## config.mk

```make
export PLATFORM = sky130hd
export DESIGN_NAME = layer_scanout
export DESIGN_NICKNAME = d
export VERILOG_FILES = /design/src/rtl/gpu_mem_pkg.sv /design/src/rtl/scanout_chunk_buffer.sv /design/src/rtl/layer_scanout.sv
export SDC_FILE = /design/constraint.sdc
export NUM_CORES = 2
export LEC_CHECK = 0
export BUFFER_PORTS_ARGS = -buffer_cell sky130_fd_sc_hd__buf_2
export CAP_MARGIN = 20
export CORE_AREA = 2 2 626 628
export DETAILED_ROUTE_END_ITERATION = 8
export DIE_AREA = 0 0 628 630
export PLACE_DENSITY_LB_ADDON = 0.1
export SLEW_MARGIN = 30
export SYNTH_ARGS = -nofsm -noshare
export SYNTH_HDL_FRONTEND = slang
export SYNTH_HIERARCHICAL = 1
export SYNTH_SLANG_ARGS = --single-unit
```

## constraint.sdc

```tcl
create_clock -name clk -period 8.56 [get_ports clk]
set_input_delay 0.856 -clock clk [delete_from_list [all_inputs] [get_ports clk]]
set_output_delay 0.856 -clock clk [all_outputs]
set_load 0.05 [all_outputs]
```

## src/rtl/gpu_mem_pkg.sv

```systemverilog
// Shared memory-map constants, pixel/chunk geometry and the scanout FSM
// state type for the layer-buffer blocks.
package gpu_mem_pkg;

    localparam int ADDR_SIZE_BITS  = 24;
    localparam int WORD_SIZE_BYTES = 3;
    localparam int DATA_SIZE_WORDS = 64;
    localparam int READ_LATENCY    = 2;

    localparam int PIXEL_BITS = WORD_SIZE_BYTES * 8;
    localparam int CHUNK_BITS = PIXEL_BITS * DATA_SIZE_WORDS;

    localparam logic [ADDR_SIZE_BITS-1:0] LAYER1_BASE   = 24'h000000;
    localparam logic [ADDR_SIZE_BITS-1:0] LAYER2_BASE   = 24'h010000;
    localparam logic [ADDR_SIZE_BITS-1:0] TEXTURE1_BASE = 24'h020000;
    localparam logic [ADDR_SIZE_BITS-1:0] TEXTURE2_BASE = 24'h021000;
    localparam logic [ADDR_SIZE_BITS-1:0] TEXTURE3_BASE = 24'h022000;

    localparam int ROW_STRIDE = 256;

    typedef enum logic [1:0] {
        ST_IDLE   = 2'd0,
        ST_READ   = 2'd1,
        ST_STREAM = 2'd2,
        ST_DONE   = 2'd3
    } scanout_state_t;

    // Base word address of the selected layer buffer.
    function automatic logic [ADDR_SIZE_BITS-1:0] layer_base(input logic layer);
        return layer ? LAYER2_BASE : LAYER1_BASE;
    endfunction

    // Word address of pixel (x, y); the 16-bit offset keeps every access
    // inside the 64K-word layer region.
    function automatic logic [ADDR_SIZE_BITS-1:0] chunk_address(
        input logic       layer,
        input logic [7:0] y,
        input logic [7:0] x
    );
        logic [15:0] offset;
        offset = 16'(y) * 16'(ROW_STRIDE) + 16'(x);
        return layer_base(layer) + {8'h00, offset};
    endfunction

endpackage

```

## src/rtl/scanout_chunk_buffer.sv

```systemverilog
// Holds one SRAM chunk (64 pixels) and selects the pixel being streamed.
module scanout_chunk_buffer
    import gpu_mem_pkg::*;
(
    input  logic                  clk,
    input  logic                  rst,
    input  logic                  load,
    input  logic [CHUNK_BITS-1:0] load_data,
    input  logic [5:0]            sel,
    output logic [PIXEL_BITS-1:0] pixel
);

    logic [CHUNK_BITS-1:0] chunk_r;
    logic [10:0]           bit_idx_s;

    // Capture a whole chunk when the read completes; cleared on reset.
    always_ff @(posedge clk) begin
        if (rst) begin
            chunk_r <= '0;
        end else if (load) begin
            chunk_r <= load_data;
        end
    end

    // Bit offset of the selected pixel: sel * 24 = sel * 16 + sel * 8.
    always_comb begin
        bit_idx_s = {1'b0, sel, 4'b0000} + {2'b00, sel, 3'b000};
    end

    assign pixel = chunk_r[bit_idx_s +: PIXEL_BITS];

endmodule

```

## src/rtl/layer_scanout.sv

```systemverilog
// Streams a full 256x256 layer buffer out of SRAM in row-major order:
// reads one 64-pixel chunk, serialises it over a valid/ready handshake,
// then fetches the next chunk. No prefetch, read-only.
module layer_scanout
    import gpu_mem_pkg::*;
(
    input  logic                      clk,
    input  logic                      rst,
    input  logic                      start,
    input  logic                      layer_num,
    output logic                      busy,
    output logic                      frame_done,
    output logic                      read_enable,
    output logic [ADDR_SIZE_BITS-1:0] address,
    input  logic [CHUNK_BITS-1:0]     read_data,
    output logic [PIXEL_BITS-1:0]     pixel_data,
    output logic                      pixel_valid,
    input  logic                      pixel_ready,
    output logic [7:0]                pixel_x,
    output logic [7:0]                pixel_y
);

    localparam logic [3:0] WAIT_LAST = 4'(READ_LATENCY - 1);

    scanout_state_t            state_r;
    logic                      layer_r;
    logic [7:0]                x_r;
    logic [7:0]                y_r;
    logic [3:0]                wait_r;
    logic                      busy_r;
    logic                      frame_done_r;
    logic                      read_enable_r;
    logic [ADDR_SIZE_BITS-1:0] address_r;
    logic                      pixel_valid_r;

    logic                      load_s;
    logic [7:0]                x_next_s;
    logic [7:0]                y_next_s;
    logic                      last_pixel_s;
    logic                      chunk_end_s;

    // Next-coordinate and chunk/frame boundary decode for the handshake.
    always_comb begin
        load_s       = (state_r == ST_READ) && (wait_r == WAIT_LAST);
        x_next_s     = x_r + 8'd1;
        last_pixel_s = (x_r == 8'hFF) && (y_r == 8'hFF);
        chunk_end_s  = (x_r[5:0] == 6'h3F);
        if (x_r == 8'hFF) begin
            y_next_s = y_r + 8'd1;
        end else begin
            y_next_s = y_r;
        end
    end

    // Scan FSM with registered handshake, SRAM and status outputs.
    always_ff @(posedge clk) begin
        if (rst) begin
            state_r       <= ST_IDLE;
            layer_r       <= 1'b0;
            x_r           <= 8'd0;
            y_r           <= 8'd0;
            wait_r        <= 4'd0;
            busy_r        <= 1'b0;
            frame_done_r  <= 1'b0;
            read_enable_r <= 1'b0;
            address_r     <= '0;
            pixel_valid_r <= 1'b0;
        end else begin
            case (state_r)
                ST_IDLE: begin
                    frame_done_r <= 1'b0;
                    if (start) begin
                        layer_r       <= layer_num;
                        x_r           <= 8'd0;
                        y_r           <= 8'd0;
                        wait_r        <= 4'd0;
                        busy_r        <= 1'b1;
                        read_enable_r <= 1'b1;
                        address_r     <= chunk_address(layer_num, 8'd0, 8'd0);
                        state_r       <= ST_READ;
                    end
                end
                ST_READ: begin
                    if (load_s) begin
                        wait_r        <= 4'd0;
                        read_enable_r <= 1'b0;
                        pixel_valid_r <= 1'b1;
                        state_r       <= ST_STREAM;
                    end else begin
                        wait_r <= wait_r + 4'd1;
                    end
                end
                ST_STREAM: begin
                    if (pixel_ready) begin
                        x_r <= x_next_s;
                        y_r <= y_next_s;
                        if (last_pixel_s) begin
                            pixel_valid_r <= 1'b0;
                            frame_done_r  <= 1'b1;
                            state_r       <= ST_DONE;
                        end else if (chunk_end_s) begin
                            pixel_valid_r <= 1'b0;
                            read_enable_r <= 1'b1;
                            wait_r        <= 4'd0;
                            address_r     <= chunk_address(layer_r, y_next_s, x_next_s);
                            state_r       <= ST_READ;
                        end
                    end
                end
                ST_DONE: begin
                    frame_done_r <= 1'b0;
                    busy_r       <= 1'b0;
                    state_r      <= ST_IDLE;
                end
                default: begin
                    state_r       <= ST_IDLE;
                    busy_r        <= 1'b0;
                    frame_done_r  <= 1'b0;
                    read_enable_r <= 1'b0;
                    pixel_valid_r <= 1'b0;
                end
            endcase
        end
    end

    scanout_chunk_buffer u_chunk_buffer (
        .clk       (clk),
        .rst       (rst),
        .load      (load_s),
        .load_data (read_data),
        .sel       (x_r[5:0]),
        .pixel     (pixel_data)
    );

    assign busy        = busy_r;
    assign frame_done  = frame_done_r;
    assign read_enable = read_enable_r;
    assign address     = address_r;
    assign pixel_valid = pixel_valid_r;
    assign pixel_x     = x_r;
    assign pixel_y     = y_r;

endmodule

```

==> results.md <==
* Average cell area after synthesis at around 11 µm²
* Power Dens Cells at between 150 and 200 mW/mm²
* Post-Route Utilization at slightly below 30%
* Async SR Flop Fraction at 0%
* Kind of capture point of the worst setup path: output pin
* Number of buffers added by the clock tree synthesis step at 210
* Dominant register cell in the synthesized netlist: sky130_fd_sc_hd__dfxtp_1
* Clock Pin Slew Worst Setup and Hold Paths at approximately 0.06 ns
* Clk_lat worst skew at around 0.94 ns
* Final Max Tran Viols at 0
* Pin count of the biggest net entering global routing at slightly below 200
* Share of the synthesized area in the top cell type at between 30% and 40%
* Overall die width at around 630 µm
* Fillers at about 40k
* Summed negative setup slack over all endpoints at 0 ns
* Final ANT Viol Nets at 0
* Total area of sequential cells at ~0.032 mm²
* Setup repair after global routing missed its margin: no
* Cell variety after synth at 89
* Post-route worst hold slack at approximately 0.15 ns
* Worst-case setup slack after placement at around 1.8 ns
* Crit Path Category: reg2out
* Die area at slightly below 0.4 mm²
* Bufs and invs on worst path at 4
* Highest attainable clock frequency at between 0.1 and 0.15 GHz
* Share of post-route cells with drive strength above 1 at around 34%
* Normalized max-slew margin at between 20% and 30%
* Sink count of the clock tree at about 1.6k
* Netlist Area Pre-Place at 0.0926 mm²
* Die extent in y at roughly 630 µm
* Vias in the first global route at roughly 77k
* Worst-path maximum fanout at 43
* Min-Delay Path Class: in2reg
* Leak at ~37 nW
* Warnings, synthesis at 6
* Longest individual stage delay on the worst path at around 0.84 ns
* Instance count on the critical path at 13
* Cells after DPL at about 14k
* Total count of hold-check failures in the final report at 0
* Outcome: finished clean
* Buffers inserted during post-CTS setup optimization at 0
* Gate Count Post-Synth at about 8.2k
* Global-route wire length before repair at 748000 µm
* Leading post-synthesis cells by cell area: sky130_fd_sc_hd__dfxtp_1 (34%), sky130_fd_sc_hd__mux4_2 (26%), sky130_fd_sc_hd__mux2i_1 (21%), sky130_fd_sc_hd__nor2_1 (6.6%), sky130_fd_sc_hd__clkbuf_1 (1.5%)
* Startpoint Class: register
* I/O pins at about 1.6k
* Min Clock Period, post-route at between 7 and 8 ns
* Area delta synth->final at 21.9%
* Sequential cell area fraction in the yosys report at roughly 34%
* Instance area after placement at about 0.11 mm²
* Post-synth EDFFs at 0
* Finished Layout Cells at around 15k
* Detailed-route vias per instance at between 5 and 6
* Cell chosen for the clock root: sky130_fd_sc_hd__clkbuf_16
* Worst vdd ir at between 0.15 and 0.2 mV
* Total power draw at roughly 22 mW
* CP required at roughly 7.7 ns
* Family with the most delay on the worst path: compound AO/OA/AOI/OAI gates
* H-tree depth reported by CTS at 4
* Most numerous cell in the Yosys netlist: sky130_fd_sc_hd__mux2i_1
* CP startpoint: pixel_x[0]$_SDFFE_PP0P_
* Total of cells resized after clock tree synthesis at 0
* Area of all placed cells without fillers at approximately 0.11 mm²
* Routed wire length at 575000 µm
* Final HPWL from detailed placement at 462000 µm
* Antenna violations before repair at between 200 and 250
* Chain of cells forming the critical path: ha_4, inv_1, fa_4, xor2_4, buf_12, buf_4, a221oi_1, a21o_1, a222oi_1, a211oi_1, or4_1, a31o_1, buf_2
* Reg2Reg Depth at 8
* R2R setup slack at ~4.5 ns
* Worst endpoint data arrival time at approximately 6.7 ns
* Number of synthesized register bits at around 1.6k
* Initial detailed-routing violation count at 8523
* Max-cap check violation count at 0
* Overall fraction of global-route tracks in use at between 20% and 30%
* Quantity of I/O buffers inserted on ports at roughly 1.6k
* Startpoint of the most critical register-to-register path: pixel_x[0]$_SDFFE_PP0P_
* End of the critical path: pixel_data[6]
* R2r endpoint: wait_r[3]$_SDFFE_PP0P_
* CTS tree: done
* CTS Buffer Depth at 4
* Worst Max-Slew Pin Slew at around 1.1 ns
* Final Net Count at around 11k
* Multi-input combinational cell area at approximately 0.057 mm²
* DRC violation count after routing at 0
* Count of vias placed by the detailed router at 79.5k
* Global placer's final weighted congestion at between 0.9 and 1
* Most numerous cell types in the synthesized netlist: sky130_fd_sc_hd__mux2i_1 (1898), sky130_fd_sc_hd__nor2_1 (1627), sky130_fd_sc_hd__dfxtp_1 (1580)
* Post-CTS Hold Buffers at 0
* Setup Skew at 0.0654 ns
* Setup ws final at just under 1 ns
* Number of endpoints failing setup at the final stage at 0
* Number of iterations in the first detailed-routing pass at 6
* Area of the core at slightly below 0.4 mm²
* Slowest-stage cell, CP: sky130_fd_sc_hd__xor2_4
* Top cell type by total area after synthesis: sky130_fd_sc_hd__dfxtp_1
* Effective utilization at floorplan at 23.9%
* Share of the clock period used by the worst path at between 80% and 90%
* Number of rows in the core area at around 230
* Total congestion overflow at 0
* Final routed wire length divided by cell count at about 39 µm
==> how the worst min path moves through the flow <==
stage | cells past startpoint | to | slack (ns) | startpoint
5_1_grt | 3 | u_chunk_buffer/chunk_r[488]$_SDFFE_PP0P_ | 0.12 | read_data[488]
2_1_floorplan | 2 | layer_r$_SDFFE_PP0P_ | 0.44 | layer_r$_SDFFE_PP0P_
3_5_place_dp | 2 | layer_r$_SDFFE_PP0P_ | 0.45 | layer_r$_SDFFE_PP0P_
3_3_place_gp | 2 | address[1]$_SDFFE_PP0P_ | 0.44 | address[1]$_SDFFE_PP0P_
4_1_cts | 3 | u_chunk_buffer/chunk_r[475]$_SDFFE_PP0P_ | 0.07 | read_data[475]
6_report | 3 | u_chunk_buffer/chunk_r[1024]$_SDFFE_PP0P_ | 0.15 | read_data[1024]
==> metal layers <==
layer  track usage [%]  vias to the layer above  part of all wire, %
li1                  -                    33481                    -
met1              34.9                    41070                   40
met2              46.6                     4040                   48
met3              4.31                      859                  5.8
met4              13.7                       56                  5.3
met5                 0                        -                0.056
==> where the power goes <==
part,internal [mW],switching [mW]
Combinational,1.81,2.33
Sequential,7.80,0.783
Clock,5.74,3.91
==> layout make-up <==
type / instances / share of cell area, %
diodes: 136 / 0.302
clock inverters: 101 / 1.34
well taps: 5197 / 5.76
multi-input cells: 5789 / 50.6
inverters: 16 / 0.0599
flip-flops and latches: 1580 / 28.0
clock buffers: 278 / 5.14
repair buffers: 1764 / 8.81
==> worst min-delay path, stage by stage <==
cell	delay, ns
sky130_fd_sc_hd__buf_2	0.07
sky130_fd_sc_hd__mux2i_1	0.05
sky130_fd_sc_hd__nor2_1	0.07
==> kinds of logic after synthesis <==
kind of cell / share of synthesized area (%)
flip-flops: 34.2
adder cells (fa/ha/maj): 0.224
multiplexers: 46.8
AO/OA/AOI/OAI: 5.14
AND/OR/NAND/NOR: 9.07
buffers and inverters: 4.48
other: 0.00405
XOR/XNOR: 0.0919
==> cell usage in the layout, fill, tap and decap left out, drive strengths merged, types with 29 or more instances in the layout <==
cell / synthesis / routed
mux2i: 1898 / 1898
buf: 409 / 1764
nor2: 1628 / 1628
dfxtp: 1580 / 1580
mux4: 1080 / 1080
clkbuf: 367 / 278
nand2: 244 / 244
diode: 0 / 136
a21oi: 132 / 132
a221oi: 118 / 118
o21ai: 113 / 113
nand3: 64 / 64
a22oi: 61 / 61
clkinv: 0 / 47
a211oi: 44 / 44
bufinv: 0 / 32
o22ai: 32 / 32
nor3: 32 / 32
a31oi: 29 / 29
==> registers in the layout (all words and copies together), names as in the netlist, 2 cells and up <==
register and count:
wait_r 4, pixel_y 8, u_chunk_buffer/chunk_r 1536, state_r 2
pixel_x 8, address 17
Note: power is estimated with default switching activity, not from simulation.
